===== src/rtl/game_pkg.sv =====
// game_pkg: shared state encoding, clear clamp and drop-period helper for the game controller
package game_pkg;
  typedef enum logic [1:0] {HOME = 2'b00, PLAY = 2'b01, OVER = 2'b10, PAUSE = 2'b11} game_state_t;
  localparam int MAX_LINES_PER_CLEAR = 4;
  function automatic logic [31:0] calc_period(input logic [31:0] base, input logic [31:0] step,
                                              input logic [31:0] min_p, input logic [31:0] lvl);
    logic [31:0] cut;
    cut = lvl * step;
    return (cut >= base || base - cut < min_p) ? min_p : base - cut;
  endfunction
endpackage


===== src/rtl/game_ctrl_fsm_drop_timer.sv =====
// drop_timer: gravity counter; the >= compare lets a shortened period fire at once instead of wrapping
module drop_timer #(
  parameter int W = 32
) (
  input  logic         clk,
  input  logic         reset_n,
  input  logic         i_clr,
  input  logic         i_en,
  input  logic [W-1:0] i_period,
  output logic         o_tick
);
  logic [W-1:0] r_cnt;
  logic         r_tick;
  logic         w_fire;
  assign w_fire = r_cnt >= i_period - W'(1);
  always_ff @(posedge clk)
    if (!reset_n || i_clr) begin
      r_cnt  <= '0;
      r_tick <= 1'b0;
    end else begin
      r_tick <= i_en && w_fire;
      r_cnt  <= !i_en ? r_cnt : w_fire ? '0 : r_cnt + W'(1);
    end
  assign o_tick = r_tick;
endmodule


===== src/rtl/game_ctrl_fsm.sv =====
// game_ctrl_fsm: home/play/pause/over sequencer with line/level bookkeeping and level-scaled gravity
module game_ctrl_fsm import game_pkg::*; #(
  parameter int MAX_LEVEL       = 9,
  parameter int LINES_PER_LEVEL = 10,
  parameter int BASE_PERIOD     = 50_000_000,
  parameter int PERIOD_STEP     = 4_000_000,
  parameter int MIN_PERIOD      = 5_000_000,
  parameter int OVER_HOLD       = 100_000_000,
  parameter int LINE_W          = 12
) (
  input  logic                           clk,
  input  logic                           reset_n,
  input  logic                           i_start,
  input  logic                           i_pause,
  input  logic                           i_game_over,
  input  logic [2:0]                     i_lines_cleared,
  output logic [1:0]                     o_state,
  output logic                           o_play_en,
  output logic                           o_drop_tick,
  output logic [$clog2(MAX_LEVEL+1)-1:0] o_level,
  output logic [LINE_W-1:0]              o_lines_total
);
  localparam int LW = $clog2(MAX_LEVEL + 1);
  localparam int IW = $clog2(LINES_PER_LEVEL + MAX_LINES_PER_CLEAR);
  localparam int HW = $clog2(OVER_HOLD);
  localparam logic [LW-1:0] LVL_MAX = LW'(MAX_LEVEL);
  localparam logic [IW-1:0] LPL = IW'(LINES_PER_LEVEL);
  localparam logic [HW-1:0] HOLD_LAST = HW'(OVER_HOLD - 1);
  localparam logic [2:0] CLR_MAX = 3'(MAX_LINES_PER_CLEAR);
  game_state_t       r_state;
  logic              r_play_en, r_start_q, r_pause_q;
  logic [LW-1:0]     r_level;
  logic [LINE_W-1:0] r_lines_total;
  logic [IW-1:0]     r_in_lvl;
  logic [HW-1:0]     r_hold;
  logic              w_start_rise, w_pause_rise, w_clr, w_en;
  logic [2:0]        w_lines;
  logic [LINE_W:0]   w_lt_sum;
  logic [IW-1:0]     w_in_sum;
  logic [31:0]       w_period;
  assign w_start_rise = i_start & ~r_start_q;
  assign w_pause_rise = i_pause & ~r_pause_q;
  assign w_lines      = i_lines_cleared > CLR_MAX ? CLR_MAX : i_lines_cleared;
  assign w_lt_sum     = {1'b0, r_lines_total} + (LINE_W+1)'(w_lines);
  assign w_in_sum     = r_in_lvl + IW'(w_lines);
  assign w_period     = calc_period(BASE_PERIOD, PERIOD_STEP, MIN_PERIOD, 32'(r_level));
  assign w_clr        = r_state == HOME && w_start_rise;
  // Freeze the timer on the exit edge so no tick leaks into PAUSE/OVER
  assign w_en         = r_state == PLAY && !i_game_over && !w_pause_rise;
  always_ff @(posedge clk)
    if (!reset_n) begin
      r_state       <= HOME;
      r_play_en     <= 1'b0;
      r_start_q     <= 1'b1;
      r_pause_q     <= 1'b1;
      r_level       <= '0;
      r_lines_total <= '0;
      r_in_lvl      <= '0;
      r_hold        <= '0;
    end else begin
      r_start_q <= i_start;
      r_pause_q <= i_pause;
      case (r_state)
        HOME: if (w_start_rise) begin
          r_state       <= PLAY;
          r_play_en     <= 1'b1;
          r_level       <= '0;
          r_lines_total <= '0;
          r_in_lvl      <= '0;
        end
        PLAY: begin
          r_lines_total <= w_lt_sum[LINE_W] ? '1 : w_lt_sum[LINE_W-1:0];
          r_in_lvl      <= w_in_sum >= LPL ? w_in_sum - LPL : w_in_sum;
          if (w_in_sum >= LPL && r_level != LVL_MAX) r_level <= r_level + LW'(1);
          r_state   <= i_game_over ? OVER : w_pause_rise ? PAUSE : PLAY;
          r_play_en <= !i_game_over && !w_pause_rise;
          r_hold    <= '0;
        end
        PAUSE: if (w_pause_rise) begin
          r_state   <= PLAY;
          r_play_en <= 1'b1;
        end
        OVER: begin
          r_hold  <= r_hold == HOLD_LAST ? r_hold : r_hold + HW'(1);
          r_state <= r_hold == HOLD_LAST && w_start_rise ? HOME : OVER;
        end
        default: begin
          r_state   <= HOME;
          r_play_en <= 1'b0;
        end
      endcase
    end
  drop_timer #(.W(32)) u_drop (
    .clk      (clk),
    .reset_n  (reset_n),
    .i_clr    (w_clr),
    .i_en     (w_en),
    .i_period (w_period),
    .o_tick   (o_drop_tick)
  );
  assign o_state       = r_state;
  assign o_play_en     = r_play_en;
  assign o_level       = r_level;
  assign o_lines_total = r_lines_total;
endmodule


===== config.mk =====
export PLATFORM = sky130hd
export DESIGN_NAME = game_ctrl_fsm
export DESIGN_NICKNAME = d
export VERILOG_FILES = /design/src/rtl/game_pkg.sv /design/src/rtl/game_ctrl_fsm_drop_timer.sv /design/src/rtl/game_ctrl_fsm.sv
export SDC_FILE = /design/constraint.sdc
export NUM_CORES = 1
export LEC_CHECK = 0
export ABC_AREA = 1
export CAP_MARGIN = 20
export CORE_MARGIN = 5
export CORE_UTILIZATION = 55
export DETAILED_ROUTE_END_ITERATION = 6
export GPL_ROUTABILITY_DRIVEN = 1
export GPL_TIMING_DRIVEN = 1
export PLACE_DENSITY = 0.8
export SLEW_MARGIN = 5
export SYNTH_ARGS = -nofsm -noshare
export SYNTH_HDL_FRONTEND = slang
export SYNTH_SLANG_ARGS = --single-unit

===== constraint.sdc =====
create_clock -name clk -period 6.4 [get_ports clk]
set_clock_uncertainty 0.2 [all_clocks]
set_input_delay 1.28 -clock clk [delete_from_list [all_inputs] [get_ports clk]]
set_output_delay 1.28 -clock clk [all_outputs]
set_load 0.02 [all_outputs]

Word-level counts from Yosys, hierarchy flattened

Index checks and enable logic that the tools add are counted.

$add $sub $neg: 8
Multipliers: 1
Magnitude comparators: 5
Eq/ne operators: 9
Mux-type cells: 22
Bitwise logic cells: 4
Reductions and logical operators: 21

Operator list:

| kind                     | count |
|---|---|
| $mux W32                 | 2 |
| $pmux W27 S2             | 1 |
| $add A32 B1 Y32 const B  | 1 |
| $ge A32 B32 Y1           | 1 |
| $lt A32 B23 Y1 const B   | 1 |
| $sub A32 B1 Y32 const B  | 1 |
| $add A27 B1 Y27 const B  | 1 |
| $eq A27 B27 Y1 const B   | 1 |
| $mux W27                 | 1 |
| $sub A26 B26 Y27 const A | 1 |
| $ge A26 B26 Y1 const B   | 1 |
| $mux W12                 | 2 |
| $pmux W12 S2             | 1 |
| $mul A4 B14 Y18 const B  | 1 |
| $pmux W4 S2              | 2 |
| $add A12 B3 Y13          | 1 |
| $mux W4                  | 3 |
| $mux W2                  | 5 |
| $pmux W2 S4              | 1 |
| $logic_and A1 B1 Y1      | 7 |
| $ne A2 B2 Y1 const B     | 3 |
| $reduce_and A2 Y1        | 3 |
| $reduce_and A3 Y1        | 2 |
| $add A4 B1 Y4 const B    | 1 |
| 18 further kinds         | 26 |

Flip-flop bits (word level): 85
Bits of input ports: 8
Output and inout bits: 20

Depth between registers and ports, before layout

Gate-level depths: netlist (run 1).

Depth in word-level cells: 8
Gate-level depth with buffers: 32
Gate-level depth less buffers: 30

Cells and area by module

From an unflattened synthesis (run 1), not the netlist that was laid out.

Cell total of the unflattened synthesis: 1111
Area, all modules: 7432.1 um2

Modules (own cells, without submodules):

| module        | times used | cells each | area each (um2) | seq. area each (um2) |
|---|---|---|---|---|
| game_ctrl_fsm | 1          | 646        | 4257.8          | 1041.0 |
| drop_timer    | 1          | 465        | 3174.3          | 660.6 |

Worst setup path after synthesis (run 1)

OpenSTA, ideal clock, no wires.

Path kind: register to register
Start: reg r_level[1] (netlist: o_level[1])
End: reg u_drop.r_cnt[7]
Arrival: 4611 ps
Data required time: 6122 ps
Slack: 1511 ps
Stages on the path, launching flop included: 29
Buffers on the path: 3
Clock period less this slack: 4889 ps
Path through: dfxtp_1 -> buf_4 -> inv_1 -> ha_1 -> fa_1 -> fa_1 -> nand2_1 -> nor2_1 -> nand2_1 -> nor2_2 -> nand2_2 -> nand2_4 -> nand2_8 -> nand2_2 -> nor2_4 -> nand2_4 -> buf_12 -> nand3b_2 -> ha_1 -> a21oi_1 -> o21ai_0 -> nand2_1 -> o211ai_1 -> a21oi_1 -> nand2_1 -> nand2_1 -> nand2_1 -> buf_2 -> nor3_1

Cells in the longest elaborated chain, start to end: 8
Elaborated cells on any way between the ends: 9

RTL lines:

| item                     | line                           | RTL |
|---|---|---|
| start: declaration       | game_ctrl_fsm.sv:32            | `logic [LW-1:0] r_level;` |
| start signal: assignment | game_ctrl_fsm.sv:74            | `if (w_in_sum >= LPL && r_level != LVL_MAX) r_level <= r_level + LW'(1);` |
| $mul A4 B14 Y18 (*)      | game_pkg.sv:8                  | `cut = lvl * step;` |
| $sub A26 B26 Y27         | game_pkg.sv:9                  | `return (cut >= base \|\| base - cut < min_p) ? min_p : base - cut;` |
| $lt A32 B23 Y1           | game_pkg.sv:9                  |  |
| $logic_or A1 B1 Y1       | game_pkg.sv:9                  |  |
| $mux W32 (*)             | game_pkg.sv:9                  |  |
| $sub A32 B1 Y32 (*)      | game_ctrl_fsm_drop_timer.sv:15 | `assign w_fire = r_cnt >= i_period - W'(1);` |
| $ge A32 B32 Y1 (*)       | game_ctrl_fsm_drop_timer.sv:15 |  |
| $mux W32 (*)             | game_ctrl_fsm_drop_timer.sv:22 | `r_cnt <= !i_en ? r_cnt : w_fire ? '0 : r_cnt + W'(1);` |
| end signal: assignment   | game_ctrl_fsm_drop_timer.sv:22 |  |
| end: declaration         | game_ctrl_fsm_drop_timer.sv:12 | `logic [W-1:0] r_cnt;` |

Mark *: on every way between the ends. The rest lies on a longest branch, timed or not.
A chain may end at the register's enable or synchronous reset.

Worst setup path in the final report (run 1)

Start: reg r_level[2] (netlist: o_level[2])
End: reg u_drop.r_cnt[10]

The elaborated chain is that of the path after synthesis.

==> results.json, run 1 <==
{
  "drt_first_iter_violations": 378,
  "core_area_um2": 12000,
  "cts_htree_levels": 3,
  "dp_slack_ns": 0.920,
  "final_core_utilization_pct": 61.6,
  "initial_core_util_pct": 56.1,
  "leakage_dissipation_nw": 3.11,
  "postCtsResizedCells": 0,
  "critPathMaxFanout": 21,
  "clock-root-buffer": "clkbuf_16",
  "most_common_cell_after_layout_fill_and_taps_aside": "nand2_1",
  "clockBufferDepth": 2,
  "summed_instance_area_of_the_synthesized_netlist_um2": 6730,
  "dieArea_um2": 14600,
  "synth-warning-count": 0,
  "area.growth.synth_to_final_pct": 9.87,
  "run_status": "complete, no violations",
  "netSwitchingPower_mw": 0.277,
  "nets_in_the_synthesized_netlist": 1084,
  "prevailing_post_synth_register_cell": "dfxtp_1",
  "grt_max_degree": 27,
  "place_congestion": 0.927,
  "grt.overflow.total": 0,
  "synth-seq-cells": 85,
  "io_buffers": 27,
  "grt_first_pass_wirelength_um": 26900,
  "timing_worst_setup_path_type": "register to register",
  "cts_hold_repair.buffers": 0,
  "grt_antenna_before_repair": 0,
  "async_set_or_reset_register_ratio_after_synthesis_pct": 0,
  "drt_drc_violations_left": 0,
  "final_antenna_net_count": 0,
  "timing.slew.headroom_pct": 52.3,
  "synth.avg_cell_area_um2": 6.68,
  "number_of_distinct_library_cells_after_synthesis": 48,
  "clkTransAtPathRegs_ns": 0.06,
  "post_synth_inst_count": 1008,
  "timing.critical_path.to_type": "register",
  "p_int_mw": 0.871,
  "max-vdd-ir-drop_uv": 205,
  "timing_hold_violations_final": 0,
  "gr-usage-all-layers_pct": 22.1,
  "rsz0062_at_grt": "false",
  "insertedDiodeCount": 0,
  "finalPower_mw": 1.15,
  "synth_edf_count": 0,
  "tritoncts": "done",
  "arrival_ns": 5.56,
  "cp_data_required_time_ns": 6.39,
  "worst_skew_pair.late_latency_ns": 0.34,
  "multi_input_area_um2": 4510,
  "cts.sinks": 85,
  "critPathLaunchType": "register",
  "finalSetupViolCount": 0,
  "worst_pin_slew_ns": 0.709,
  "worstHoldPathType": "register to register",
  "layout_worst_path_cycle_share_pct": 87.0,
  "std_cell_rows": 40,
  "maxCapViolCount": 0,
  "area.sequential_um2": 1700,
  "final_period_minus_worst_setup_slack_ns": 5.57,
  "place.detailed.hpwl_um": 11700,
  "sequential_cell_area_fraction_in_the_yosys_report_pct": 25.3,
  "die_x_um": 121,
  "post_drt_via_cell_ratio": 5.49,
  "floorplan.die.height_um": 121,
  "final_tns_setup_ns": 0,
  "nets": 1107,
  "finalWorstSetupSlack_ns": 0.831,
  "via_total_after_detailed_routing": 6479,
  "tritoncts.num_buffers": 9,
  "routedWlPerCell_um": 13.2,
  "power.density_nw_per_um2": 155,
  "post-cts-setup-buffers": 0,
  "iteration_count_of_the_initial_detailed_routing_pass": 5,
  "fraction_of_layout_instances_using_a_drive_strength_above_1_pct": 6.87,
  "grt_pass1_vias": 6075,
  "comb_power_share_pct": 8.7,
  "route.final.wire_length_um": 15600,
  "report.final.slew_viol_count": 0,
  "final.fill_count": 1097,
  "max_clock_freq_ghz": 0.180,
  "most_frequent_cells_in_the_layout": "nand2_1 (253), nor2_1 (116), inv_1 (102)",
  "share_clk_of_total_power_pct": 44.3,
  "power_share_of_the_sequential_group_pct": 47.0,
  "power.switching_fraction_pct": 24.1,
  "top_level_ports": 28
}
[path summary, 6_finish.rpt]
check / from / endpoint / slack, ns / cells past startpoint
max reg2reg: o_level[2]$_SDFFE_PN0P_ / u_drop.r_cnt[10]$_SDFFE_PP0P_ / 0.83 / 25
min reg2reg: r_in_lvl[0]$_SDFFE_PN0P_ / r_in_lvl[0]$_SDFFE_PN0P_ / 0.27 / 2
max: o_level[2]$_SDFFE_PN0P_ / u_drop.r_cnt[10]$_SDFFE_PP0P_ / 0.83 / 25
min: r_in_lvl[0]$_SDFFE_PN0P_ / r_in_lvl[0]$_SDFFE_PN0P_ / 0.27 / 2
[through the flow]
step	instances	area [µm²]	hold WS (ns)
after global placement	1167	7120	0.257
after floorplan	1008	6730	0.245
after detailed placement	1167	7120	0.263
final	1181	7400	0.268
after CTS	1181	7400	0.272
after global routing	1181	7400	0.291
[sequential cells by signal (all words and copies together), names as in the netlist]
signal / count
o_level: 4
o_state: 2
u_drop.r_cnt: 32
o_play_en: 1
u_drop.o_tick: 1
r_hold: 27
o_lines_total: 12
r_in_lvl: 4
r_pause_q: 1
r_start_q: 1
[layout make-up]
class | count | share of cell area, %
clock inverters | 2 | 0.474
repair buffers | 31 | 4.06
clock buffers | 12 | 3.33
flip-flops and latches | 85 | 23.0
well taps | 147 | 2.49
multi-input cells | 793 | 61.0
inverters | 111 | 5.68
[cell families after synthesis]
family	after synthesis	synth area share, %
AOI/OAI and AO/OA	138	11.1
xor gates and xnor gates	34	4.42
adders and majority gates	68	13.4
and+or+nand+nor	553	38.1
DFF	85	25.3
buffers and inverters	130	7.75
[routing by layer]
metal / vias up / share of wire [%] / global-route usage (%)
met5: - / 0 / 0
met3: 30 / 4.0 / 3.79
met1: 2913 / 47 / 27.5
li1: 3371 / - / -
met4: 0 / 2.2 / 8.14
met2: 165 / 47 / 38.1
[cell usage after synthesis (2+ instances only)]
cell type	instances	share of area, %
o211ai_1	3	0.33
o21ai_0	41	3.0
fa_1	7	2.1
o2111ai_1	2	0.26
inv_1	102	5.7
a21oi_1	76	5.6
clkbuf_1	10	0.56
nand2_1	253	14
nor3_2	3	0.45
xor2_1	22	2.9
xnor2_1	12	1.6
o31ai_1	2	0.22
nand3b_2	4	0.67
o21a_1	3	0.33
nor3_1	30	2.2
dfxtp_1	85	25
and3_1	4	0.37
clkinv_1	2	0.11
or2_2	5	0.46
nand2_4	6	1.0
nand2_2	6	0.56
nor4_1	2	0.19
nand4_1	24	2.2
nand3_2	9	1.3
inv_2	5	0.28
buf_4	2	0.22
nor2_1	116	6.5
buf_2	5	0.37
nand3_1	72	5.4
nor2_2	7	0.65
ha_1	61	11
a31oi_1	5	0.46
nor2_4	3	0.50
nor3b_1	3	0.33
nand3b_1	3	0.33
[power groups by stage]
stage          logic [mW]  clock network [mW]  registers, mW
2_1_floorplan      0.0654                   0          0.553
3_3_place_gp       0.0982                   0          0.551
3_5_place_dp       0.0993                   0          0.551
4_1_cts             0.101               0.516          0.539
5_1_grt             0.112               0.537          0.540
6_report           0.0998               0.509          0.539
[critical path, cell delays in order (launching register included)]
cell	delay (ns)
dfxtp_1	0.59
inv_1	0.15
ha_1	0.33
fa_1	0.51
fa_1	0.60
nand2_1	0.10
nor3_1	0.24
a21oi_1	0.14
nand2_2	0.12
nand2_4	0.07
nand2_8	0.15
nand2_2	0.09
nor2_4	0.12
nand2_4	0.14
nand2_4	0.14
nor2_1	0.06
ha_1	0.27
nand2_1	0.06
nor2_1	0.21
nand3_1	0.13
o2111ai_1	0.11
nand2_1	0.10
nand2_1	0.10
nand2_1	0.07
nand2_1	0.51
nor2_1	0.11
No activity file was read; power rests on OpenSTA's default activity.
==> run 2: changes to the inputs <==
--- a/config.mk
+++ b/config.mk
@@ -7,12 +7,14 @@
 export LEC_CHECK = 0
 export ABC_AREA = 1
 export CAP_MARGIN = 20
+export CELL_PAD_IN_SITES_DETAIL_PLACEMENT = 1
+export CELL_PAD_IN_SITES_GLOBAL_PLACEMENT = 1
 export CORE_MARGIN = 5
-export CORE_UTILIZATION = 55
+export CORE_UTILIZATION = 45
 export DETAILED_ROUTE_END_ITERATION = 6
 export GPL_ROUTABILITY_DRIVEN = 1
 export GPL_TIMING_DRIVEN = 1
-export PLACE_DENSITY = 0.8
+export PLACE_DENSITY = 0.89
 export SLEW_MARGIN = 5
 export SYNTH_ARGS = -nofsm -noshare
 export SYNTH_HDL_FRONTEND = slang
==> results.json, run 2 (synthesis results as in run 1) <==
{
  "crit-reg2reg-launch": "o_level[1]$_SDFFE_PN0P_",
  "area.growth.synth_to_final_pct": 10.5,
  "timing.critical_path.to_type": "register",
  "tritoncts": "done",
  "place_congestion": 0.867,
  "std_cell_rows": 44,
  "insertedDiodeCount": 0,
  "nets": 1108,
  "routedWlPerCell_um": 15.7,
  "postCtsResizedCells": 0,
  "post_layout_nonfiller_instances": 1218,
  "timing_hold_violations_final": 0,
  "floorplan.die.height_um": 132,
  "timing.slew.headroom_pct": 43.0,
  "grt.overflow.total": 0,
  "finalWorstSetupSlack_ns": 0.606,
  "grt_pass1_vias": 7036,
  "gr-usage-all-layers_pct": 22.3,
  "final_core_utilization_pct": 51.0,
  "post-cts-setup-buffers": 0,
  "dp_cells": 1205,
  "final_antenna_net_count": 0,
  "critical_path_launch_point": "o_level[1]$_SDFFE_PN0P_",
  "worstHoldPathType": "register to register",
  "initial_core_util_pct": 46.1,
  "maxCapViolCount": 0,
  "via_total_after_detailed_routing": 6619,
  "cts_htree_levels": 3,
  "iteration_count_of_the_initial_detailed_routing_pass": 5,
  "top_level_ports": 28,
  "finalPower_mw": 1.15,
  "drt_first_iter_violations": 322,
  "drt_drc_violations_left": 0,
  "report.final.slew_viol_count": 0,
  "clockBufferDepth": 2,
  "critPathLaunchType": "register",
  "worst_skew_pair.late_latency_ns": 0.35,
  "tritoncts.num_buffers": 9,
  "arrival_ns": 5.79,
  "cts_hold_repair.buffers": 0,
  "area.sequential_um2": 1700,
  "largest_reg_flops": 32,
  "most_frequent_cells_in_the_layout": "nand2_1 (253), nor2_1 (116), inv_1 (102)",
  "max_flop_register": "u_drop.r_cnt",
  "timing_worst_setup_path_type": "register to register",
  "place.detailed.hpwl_um": 15000,
  "leakage_dissipation_nw": 3.11,
  "grt_max_degree": 27,
  "cts.sinks": 85,
  "min_from": "o_play_en$_SDFFE_PN0P_",
  "worst_pin_slew_ns": 0.847,
  "max-vdd-ir-drop_uv": 130,
  "most_common_cell_after_layout_fill_and_taps_aside": "nand2_1",
  "dieArea_um2": 17500,
  "grt_antenna_before_repair": 0,
  "layout_worst_path_cycle_share_pct": 90.5,
  "route.final.wire_length_um": 19100,
  "cp_data_required_time_ns": 6.40,
  "run_status": "complete, no violations",
  "core_area_um2": 14600,
  "clock-root-buffer": "clkbuf_16",
  "final_period_minus_worst_setup_slack_ns": 5.79,
  "post_drt_via_cell_ratio": 5.43,
  "grt_first_pass_wirelength_um": 33000,
  "rsz0062_at_grt": "false",
  "clkTransAtPathRegs_ns": 0.06,
  "multi_input_area_um2": 4510,
  "fraction_of_layout_instances_using_a_drive_strength_above_1_pct": 6.96,
  "power.density_nw_per_um2": 155,
  "io_buffers": 27,
  "critPathMaxFanout": 21,
  "finalSetupViolCount": 0,
  "dp_slack_ns": 0.562,
  "max_clock_freq_ghz": 0.173,
  "die_x_um": 132,
  "final_tns_setup_ns": 0,
  "final.fill_count": 1944
}
-- run 2: cell types whose count changed in the layout (fill, tap and decap cells not counted), sizes merged --
cell,before,now
clkbuf,12,10
buf,4,5
clkinv,4,5
-- run 2: cell type report --
cell class / instances / area share (%)
Multi-Input combinational cell: 793 / 60.6
Sequential cell: 85 / 22.9
Clock inverter: 3 / 0.538
Timing Repair Buffer: 32 / 4.14
Clock buffer: 10 / 3.08
Tap cell: 184 / 3.10
Inverter: 111 / 5.65
-- run 2: per-stage QoR --
stage	instance area, µm²	hold WS [ns]
floorplan	6730	0.245
global placement	7170	0.251
detailed placement	7170	0.250
CTS	7440	0.268
global route	7440	0.303
finish	7440	0.261
-- run 2: metal layers --
layer	vias up	track usage, %	part of all wire, %
met5	-	0	0
met4	0	6.00	1.7
met3	29	4.05	2.9
met2	93	39.2	49
met1	3140	28.0	46
li1	3357	-	-
-- run 2: worst paths after layout --
kind	to	slack, ns	cells past startpoint
min reg2reg	o_play_en$_SDFFE_PN0P_	0.26	2
min	o_play_en$_SDFFE_PN0P_	0.26	2
max	u_drop.r_cnt[16]$_SDFFE_PP0P_	0.61	26
max reg2reg	u_drop.r_cnt[16]$_SDFFE_PP0P_	0.61	26
-- run 2: critical path, stage by stage, from the launching register on --
cell and delay (ns):
dfxtp_1 0.56, inv_1 0.22, ha_1 0.38, fa_1 0.52, fa_1 0.50, xnor2_1 0.35
nor2_1 0.10, nand2_1 0.13, nor2_2 0.05, nand2_2 0.10, nand2_4 0.07, nand2_8 0.14
nand2_2 0.08, nor2_4 0.12, nand2_4 0.13, nand2_4 0.14, nor2_1 0.06, ha_1 0.29
nand2_1 0.08, o21ai_0 0.19, nand2_1 0.08, o2111ai_1 0.11, nand2_1 0.10, nand2_1 0.10
nand2_1 0.07, nand2_1 0.60, nor2_1 0.14
-- run 2: power by group --
part	total, mW	internal [mW]	switching, mW
logic	0.104	0.0286	0.0750
clock network	0.509	0.295	0.214
registers	0.539	0.534	0.00457
==> run 3: changes to the inputs <==
--- a/config.mk
+++ b/config.mk
@@ -10,11 +10,11 @@
 export CELL_PAD_IN_SITES_DETAIL_PLACEMENT = 1
 export CELL_PAD_IN_SITES_GLOBAL_PLACEMENT = 1
 export CORE_MARGIN = 5
-export CORE_UTILIZATION = 45
+export CORE_UTILIZATION = 40
 export DETAILED_ROUTE_END_ITERATION = 6
 export GPL_ROUTABILITY_DRIVEN = 1
 export GPL_TIMING_DRIVEN = 1
-export PLACE_DENSITY = 0.89
+export PLACE_DENSITY = 0.81
 export SLEW_MARGIN = 5
 export SYNTH_ARGS = -nofsm -noshare
 export SYNTH_HDL_FRONTEND = slang
==> results.json, run 3 (synthesis results as in run 1) <==
{
  "rsz0062_at_grt": "false",
  "core_area_um2": 16500,
  "clkTransAtPathRegs_ns": 0.07,
  "min_from": "r_hold[11]$_SDFFE_PN0P_",
  "timing.slew.headroom_pct": 47.5,
  "most_frequent_cells_in_the_layout": "nand2_1 (253), nor2_1 (116), inv_1 (102)",
  "top_level_ports": 28,
  "arrival_ns": 5.74,
  "min_path_cells": 2,
  "area.growth.synth_to_final_pct": 11.8,
  "post_drt_via_cell_ratio": 5.26,
  "worst_reg2reg_path_length_in_cells": 26,
  "fraction_of_layout_instances_using_a_drive_strength_above_1_pct": 7.33,
  "grt.overflow.total": 0,
  "cts_htree_levels": 3,
  "timing_hold_violations_final": 0,
  "grt_max_degree": 27,
  "std_cell_rows": 47,
  "place.detailed.hpwl_um": 14500,
  "critPathMaxFanout": 21,
  "final_antenna_net_count": 0,
  "crit-reg2reg-launch": "o_level[2]$_SDFFE_PN0P_",
  "grt_first_pass_wirelength_um": 31900,
  "timing.critical_path.to_type": "register",
  "critPathLaunchType": "register",
  "maxCapViolCount": 0,
  "largest_reg_flops": 32,
  "tritoncts": "done",
  "place_congestion": 0.813,
  "cts_hold_repair.buffers": 0,
  "drt_first_iter_violations": 211,
  "max_flop_register": "u_drop.r_cnt",
  "cts.sinks": 85,
  "drt_drc_violations_left": 0,
  "routedWlPerCell_um": 14.8,
  "worstHoldPathType": "register to register",
  "worst_pin_slew_ns": 0.779,
  "clock-root-buffer": "clkbuf_16",
  "holdPathEnd": "r_hold[11]$_SDFFE_PN0P_",
  "insertedDiodeCount": 0,
  "gr-usage-all-layers_pct": 19.3,
  "route.final.wire_length_um": 18600,
  "max-vdd-ir-drop_uv": 122,
  "tritoncts.num_buffers": 9,
  "timing_worst_setup_path_type": "register to register",
  "max_clock_freq_ghz": 0.176,
  "clockBufferDepth": 2,
  "worst_skew_pair.late_latency_ns": 0.35,
  "initial_core_util_pct": 40.7,
  "crit-reg2reg-capture": "u_drop.r_cnt[9]$_SDFFE_PP0P_",
  "layout_worst_path_cycle_share_pct": 88.7,
  "post-cts-setup-buffers": 0,
  "final_tns_setup_ns": 0,
  "floorplan.die.height_um": 140,
  "most_common_cell_after_layout_fill_and_taps_aside": "nand2_1",
  "report.final.slew_viol_count": 0,
  "io_buffers": 27,
  "finalPower_mw": 1.20,
  "die_x_um": 140,
  "worst-r2r-setup-slack_ns": 0.72,
  "grt_pass1_vias": 6784,
  "leakage_dissipation_nw": 3.13,
  "final_period_minus_worst_setup_slack_ns": 5.68,
  "power.density_nw_per_um2": 160,
  "run_status": "complete, no violations",
  "postCtsResizedCells": 0,
  "dieArea_um2": 19500,
  "cp_data_required_time_ns": 6.46,
  "via_total_after_detailed_routing": 6611,
  "iteration_count_of_the_initial_detailed_routing_pass": 4,
  "finalSetupViolCount": 0,
  "grt_antenna_before_repair": 0,
  "nets": 1108
}
==> run 3: cell types whose count changed in the layout (fill, tap and decap cells not counted) <==
| cell | delta |
|---|---|
| clkbuf_1 | -1 |
| inv_6 | +1 |
| clkinv_4 | +1 |
| clkbuf_8 | +2 |
==> run 3: area by class of cell <==
cell class,instances,area (µm²)
Inverter,111,420
Multi-Input combinational cell,793,4510
Clock buffer,11,253
Fill cell,2209,9000
Clock inverter,5,57.6
Timing Repair Buffer,32,308
Sequential cell,85,1700
Tap cell,220,275
==> run 3: power breakdown <==
group	total [mW]	internal, mW	switching [mW]
sequential	0.539	0.534	0.00553
clock	0.558	0.325	0.233
combinational	0.104	0.0285	0.0757
==> run 3: metal layers <==
| layer | GRT usage [%] | routed length [µm] | up-vias |
|---|---|---|---|
| li1 | - | - | 3361 |
| met1 | 24.2 | 8720 | 3148 |
| met2 | 34.4 | 9160 | 77 |
| met3 | 2.71 | 389 | 25 |
| met4 | 5.56 | 304 | 0 |
| met5 | 0 | 0 | - |
==> run 3: critical path, stage by stage (launching register included) <==
cell      delay [ns]
dfxtp_1         0.63
inv_1           0.16
ha_1            0.33
fa_1            0.52
fa_1            0.50
xnor2_1         0.32
nor2_1          0.10
nand2_1         0.13
nor2_2          0.06
nand2_2         0.10
nand2_4         0.07
nand2_8         0.15
nand2_2         0.08
nor2_4          0.12
nand2_4         0.14
nand2_4         0.15
nor2_1          0.06
ha_1            0.28
a21oi_1         0.11
o21ai_0         0.10
nand2_1         0.09
o211ai_1        0.10
a21oi_1         0.18
nand2_1         0.09
nand2_1         0.09
nand2_1         0.41
nor3_1          0.31
==> run 3: how the worst max path moves through the flow <==
stage / start / end / depth (start not counted) / slack, ns
finish: o_level[2]$_SDFFE_PN0P_ / u_drop.r_cnt[9]$_SDFFE_PP0P_ / 26 / 0.72
global route: o_level[2]$_SDFFE_PN0P_ / u_drop.r_cnt[9]$_SDFFE_PP0P_ / 26 / 0.13
CTS: o_level[2]$_SDFFE_PN0P_ / u_drop.r_cnt[9]$_SDFFE_PP0P_ / 26 / 0.64
detailed placement: o_level[2]$_SDFFE_PN0P_ / u_drop.r_cnt[9]$_SDFFE_PP0P_ / 26 / 0.69
global placement: o_level[2]$_SDFFE_PN0P_ / u_drop.r_cnt[9]$_SDFFE_PP0P_ / 26 / 0.87
floorplan: o_level[1]$_SDFFE_PN0P_ / u_drop.r_cnt[7]$_SDFFE_PP0P_ / 28 / 1.51
==> run 3: metrics by stage <==
step	hold slack [ns]	area, µm²	instances	utilization [%]	setup WS (ns)
floorplan	0.245	6730	1008	-	1.51
global placement	0.259	7210	1241	43.7	0.869
detailed placement	0.266	7210	1241	43.7	0.692
CTS	0.285	7520	1257	45.5	0.643
global route	0.315	7520	1257	45.5	0.130
finish	0.282	7520	1257	45.5	0.721
==> edit 1, RTL diff (config.mk and constraints of run 3) <==
Make the reset (`reset_n`) asynchronous in one clocked block.
--- a/src/rtl/game_ctrl_fsm.sv
+++ b/src/rtl/game_ctrl_fsm.sv
@@ -47,7 +47,7 @@
   assign w_clr        = r_state == HOME && w_start_rise;
   // Freeze the timer on the exit edge so no tick leaks into PAUSE/OVER
   assign w_en         = r_state == PLAY && !i_game_over && !w_pause_rise;
-  always_ff @(posedge clk)
+  always_ff @(posedge clk or negedge reset_n)
     if (!reset_n) begin
       r_state       <= HOME;
       r_play_en     <= 1'b0;
Formal check against the unedited RTL: differs if reset_n is asserted again (counterexample within 4 cycles, from zero or initial values and one cycle with reset_n low); with reset_n held inactive, the same outputs for 10 cycles.
==> edit 1 against run 3 <==
  * Critical path depth increased by 1
  * First-iteration DRC count increased by 30%
  * Setup slack got worse by 0.018 ns
  * Largest cell class unchanged
  * Critical endpoint is now u_drop.r_cnt[17]$_SDFFE_PP0P_
  * Die area increased by 2.5%
  * Core utilization decreased by 0.43 points
  * Area after synthesis increased by 2.7%
  * Routed wire length increased by 4.6%
  * Maximum frequency decreased by 0.31%
  * Sequential cell count unchanged
  * Cell area increased by 2.6%
Power is not compared: it rests on default switching activity, and its combinational part moved more than twofold at a synthesized area within 25%.
==> edit 1: results (changes against run 3) <==
* Adder-cell area share of the yosys netlist at 0.131 (-0.00347)
* Worst path top cell family by delay: simple AND/OR/NAND/NOR gates
* Vias in the first global route at 6848 (+0.94%)
* Routed vias at 6738 (+1.9%)
* Clk_lat worst skew at 0.35 ns (about the same)
* Initial DRC count at 274 (+30%)
* Ranking of synthesized cells by area: dfrtp_1 18%, nand2_1 12%, ha_1 11%
* Wirelength, routed at 19.4 mm (+4.6%)
* Gp weighted congestion at 0.887 (+9.1%)
* Largest net degree at the start of global routing at 54 (+100%)
* Synth top cells by count: 230 x nand2_1, 128 x inv_1, 117 x nor2_1
* Mux share of post-synthesis cell area at 0.00326 (+0.00326)
* Post-CTS Setup Inserts at 0 (unchanged)
* Pre-CTS setup slack at 0.652 ns (-0.0395 ns)
* Post-synth cell types at 42 (-13%)
* Synth Warn # at 0 (unchanged)
* Main flop type after synthesis: dfrtp_1
* Share of flip-flops with an asynchronous set or reset at 0.612 (+0.612)
* Arr. time, crit path at 5.72 ns (-0.02 ns)
* Biggest cell delay along the critical path at slightly above 0.6 ns
* Synth Net Count at 1085 (+0.092%)
* DP Area at 0.00740 mm² (+2.5%)
* Reg clk slew, reported paths at 0.07 ns (about the same)
* DP Wirelength at 15.1 mm (+4.1%)
* Clk buf depth at 2 (unchanged)
* Total GRT Usage at 0.199 (+0.00584)
* First-pass GRT wire length at 33.3 mm (+4.3%)
* Synth Area in Compound Gates at 0.0929 (-0.0177)
* Initial antenna violation count at 0 (unchanged)
* CTS Buf Count at 9 (unchanged)
* Crit path max-delay cell type: dfrtp_1
* Leakage at roughly 3.4 nW
* Relative slew slack at 0.450 (-0.0255)
* Layout cells sized above 1 at 0.0558 (-0.0175)
* Worst-path maximum fanout at 24 (+14%)
* Part of the Yosys area used for sequential elements at 0.284 (+0.0315)
* Run status: completed
* Hold WC Path Type: flop to flop
* Synth Area in XOR/XNOR at 0.0532 (+0.00899)
edit 1: cell types whose count changed after synthesis, sizes merged, moves of 16 or more:
cell / delta
dfxtp: -52
dfrtp: +50
a21oi: -33
nand2: -28
inv: +26
o21ai: +16
edit 1: through the flow:
stage	instances	util
detailed placement	1249	0.432
CTS	1265	0.451
global route	1265	0.451
finish	1265	0.451
global placement	1249	0.432
floorplan	1009	-
edit 1: worst paths after layout:
path	endpoint	slack, ns	startpoint	cells past startpoint
worst max-delay path	u_drop.r_cnt[17]$_SDFFE_PP0P_	0.70	o_level[3]$_DFFE_PN0P_	27
worst min-delay path	r_hold[2]$_DFFE_PN0P_	0.27	r_hold[2]$_DFFE_PN0P_	1
max in group asynchronous	r_in_lvl[1]$_DFFE_PN0P_	4.65	reset_n	2
worst min register to register	r_hold[2]$_DFFE_PN0P_	0.27	r_hold[2]$_DFFE_PN0P_	1
worst max register to register	u_drop.r_cnt[17]$_SDFFE_PP0P_	0.70	o_level[3]$_DFFE_PN0P_	27
min in group asynchronous	r_hold[2]$_DFFE_PN0P_	0.88	reset_n	2
edit 1: area by class of cell:
cell class,count,area [µm²]
Clock buffer,10,229
Clock inverter,6,93.8
Fill cell,2268,9400
Inverter,134,503
Multi-Input combinational cell,773,4350
Sequential cell,85,1960
Tap cell,225,282
Timing Repair Buffer,32,303
edit 1: routing by layer:
| metal | global-route usage | wire (µm) |
|---|---|---|
| met4 | 0.0495 | 231 |
| met1 | 0.266 | 9350 |
| met2 | 0.339 | 9400 |
| met3 | 0.0286 | 454 |
| met5 | 0 | 0 |
edit 1: power by group:
group	switching [mW]	leakage, nW	total (mW)	internal [mW]
Combinational	0.738	2.28	1.13	0.394
Sequential	0.0545	0.966	0.636	0.581
Clock	0.245	0.159	0.593	0.348
Total	1.04	3.40	2.36	1.32
==> edit 2, RTL diff (flow settings as in run 3) <==
Made on the original files. `MAX_LEVEL`: 9 -> 10.
--- a/src/rtl/game_ctrl_fsm.sv
+++ b/src/rtl/game_ctrl_fsm.sv
@@ -1,6 +1,6 @@
 // game_ctrl_fsm: home/play/pause/over sequencer with line/level bookkeeping and level-scaled gravity
 module game_ctrl_fsm import game_pkg::*; #(
-  parameter int MAX_LEVEL       = 9,
+  parameter int MAX_LEVEL       = 10,
   parameter int LINES_PER_LEVEL = 10,
   parameter int BASE_PERIOD     = 50_000_000,
   parameter int PERIOD_STEP     = 4_000_000,
Check against the original RTL: same outputs for any inputs over 10 cycles, from zero or initial values and one cycle with reset_n low; that may be too few to reach the edited logic, so the function may still have changed.
==> edit 2 against run 3 <==
  * Area after synthesis down 2.0%
  * Maximum frequency down 1.9%
  * Power about the same
  * Cell area down 1.5%
  * Routed wire length down 3.6%
  * Sequential share of layout area up 0.34 points
  * Via count down 2.4%
  * Core utilization down 0.36 points
  * Sequential cell count unchanged
  * Setup slack worse by 0.11 ns
  * Final cell count down 1.3%
  * Count of clock-buffer cells in the layout down 2
  * Critical endpoint is now u_drop.r_cnt[5]$_SDFFE_PP0P_
  * Highest routed layer unchanged
==> edit 2: results (changes against run 3) <==
* Ranking of synthesized cells by area: dfxtp_1 26%, nand2_1 14%, ha_1 11%
* Largest net degree at the start of global routing at 32 (+19%)
* Wirelength, routed at 17.9 mm (-3.6%)
* Initial DRC count at 213 (+0.95%)
* Vias in the first global route at 6469 (-4.6%)
* Run status: completed
* Share of flip-flops with an asynchronous set or reset at 0 (unchanged)
* Relative slew slack at 0.562 (+0.0868)
* Clk buf depth at 2 (unchanged)
* Via-to-Cell Ratio at 5.20 (-1.1%)
* Final net count at 1091 (-1.5%)
* Max IR drop VDD at 0.127 mV (+4.4%)
* Synth Area in Compound Gates at 0.107 (-0.00384)
* Antenna Violating Nets Remaining at 0 (unchanged)
* Post-CTS Setup Inserts at 0 (unchanged)
* Layout cells sized above 1 at 0.0735 (+0.000169)
* Total GRT Usage at 0.189 (-0.00378)
* Gp weighted congestion at 0.828 (+1.8%)
* Worst-path maximum fanout at 22 (+4.8%)
* Adder-cell area share of the yosys netlist at 0.135 (+0.000800)
* Part of the Yosys area used for sequential elements at 0.258 (+0.00508)
* Post-synth cell types at 44 (-8.3%)
* Leakage at 3.19 nW (+1.9%)
* DP Wirelength at 14.1 mm (-2.8%)
* Arr. time, crit path at 5.85 ns (+0.11 ns)
* Main flop type after synthesis: dfxtp_1
* Final Critical Period at 5.79 ns (+0.111 ns)
* Port Buffer Count at 27 (unchanged)
* First-pass GRT wire length at 31.0 mm (-3.0%)
* Synth top cells by count: 245 x nand2_1, 113 x inv_1, 97 x nor2_1
* Synth Area in XOR/XNOR at 0.0438 (-0.000438)
* DP Area at 0.00711 mm² (-1.4%)
edit 2: cell count changes in the layout (fill, tap and decap cells not counted), sizes merged, moves of 3 or more:
| cell | change |
|---|---|
| o21ai | -10 |
| nor3b | +3 |
| clkinv | -4 |
| nor3 | -9 |
| and3 | -3 |
| nand3 | +6 |
| nand4 | +5 |
| inv | +14 |
| nand2 | -6 |
| a31oi | -3 |
| xnor2 | -3 |
| nor2 | -11 |
edit 2: final cells by class:
cell class              count  area, µm²
clock buffers               9        225
clock inverters             7       72.6
fillers                  2193       8990
inverters                 119        447
multi-input cells         770       4390
flip-flops and latches     85       1700
well taps                 220        275
repair buffers             31        300
edit 2: metal layers:
metal | GRT usage | up-vias | share of wire
met5 | 0 | - | 0
met4 | 0.0536 | 0 | 0.016
met3 | 0.0249 | 23 | 0.020
met2 | 0.321 | 63 | 0.47
met1 | 0.253 | 3069 | 0.50
li1 | - | 3300 | -
edit 2: report_power, final:
group          internal (mW)  switching, mW
Sequential             0.534        0.00648
Combinational         0.0372         0.0885
Clock                  0.276          0.259
Total                  0.847          0.354
edit 2: cells by family (layout without fill, tap and decap cells):
| group | after synthesis | after routing |
|---|---|---|
| adder cells (fa/ha/maj) | 67 | 67 |
| XOR/XNOR | 33 | 33 |
| AO/OA/AOI/OAI | 128 | 128 |
| AND/OR/NAND/NOR | 542 | 542 |
| flip-flops | 85 | 85 |
| buffers and inverters | 134 | 166 |
edit 2: path summary, 6_finish.rpt:
check                               start                           end  slack (ns)  cells after the start
setup / recovery  o_level[2]$_SDFFE_PN0P_  u_drop.r_cnt[5]$_SDFFE_PP0P_        0.61                     27
hold / removal     r_hold[4]$_SDFFE_PN0P_        r_hold[4]$_SDFFE_PN0P_        0.25                      1
setup reg to reg  o_level[2]$_SDFFE_PN0P_  u_drop.r_cnt[5]$_SDFFE_PP0P_        0.61                     27
hold reg to reg    r_hold[4]$_SDFFE_PN0P_        r_hold[4]$_SDFFE_PN0P_        0.25                      1
edit 2: worst max-delay path, delay by kind of cell, from the launching register on:
kind                       cells  cell delay (ns)
adders and majority gates      4             1.65
buffers and inverters          2             0.20
AOI/OAI and AO/OA              3             0.41
DFF                            1             0.63
and+or+nand+nor               18             2.60
edit 2: through the flow:
stage          cells  setup WS (ns)
2_1_floorplan    989           1.15
3_3_place_gp    1225          0.907
3_5_place_dp    1225          0.630
4_1_cts         1241          0.562
5_1_grt         1241         0.0472
6_report        1241          0.610
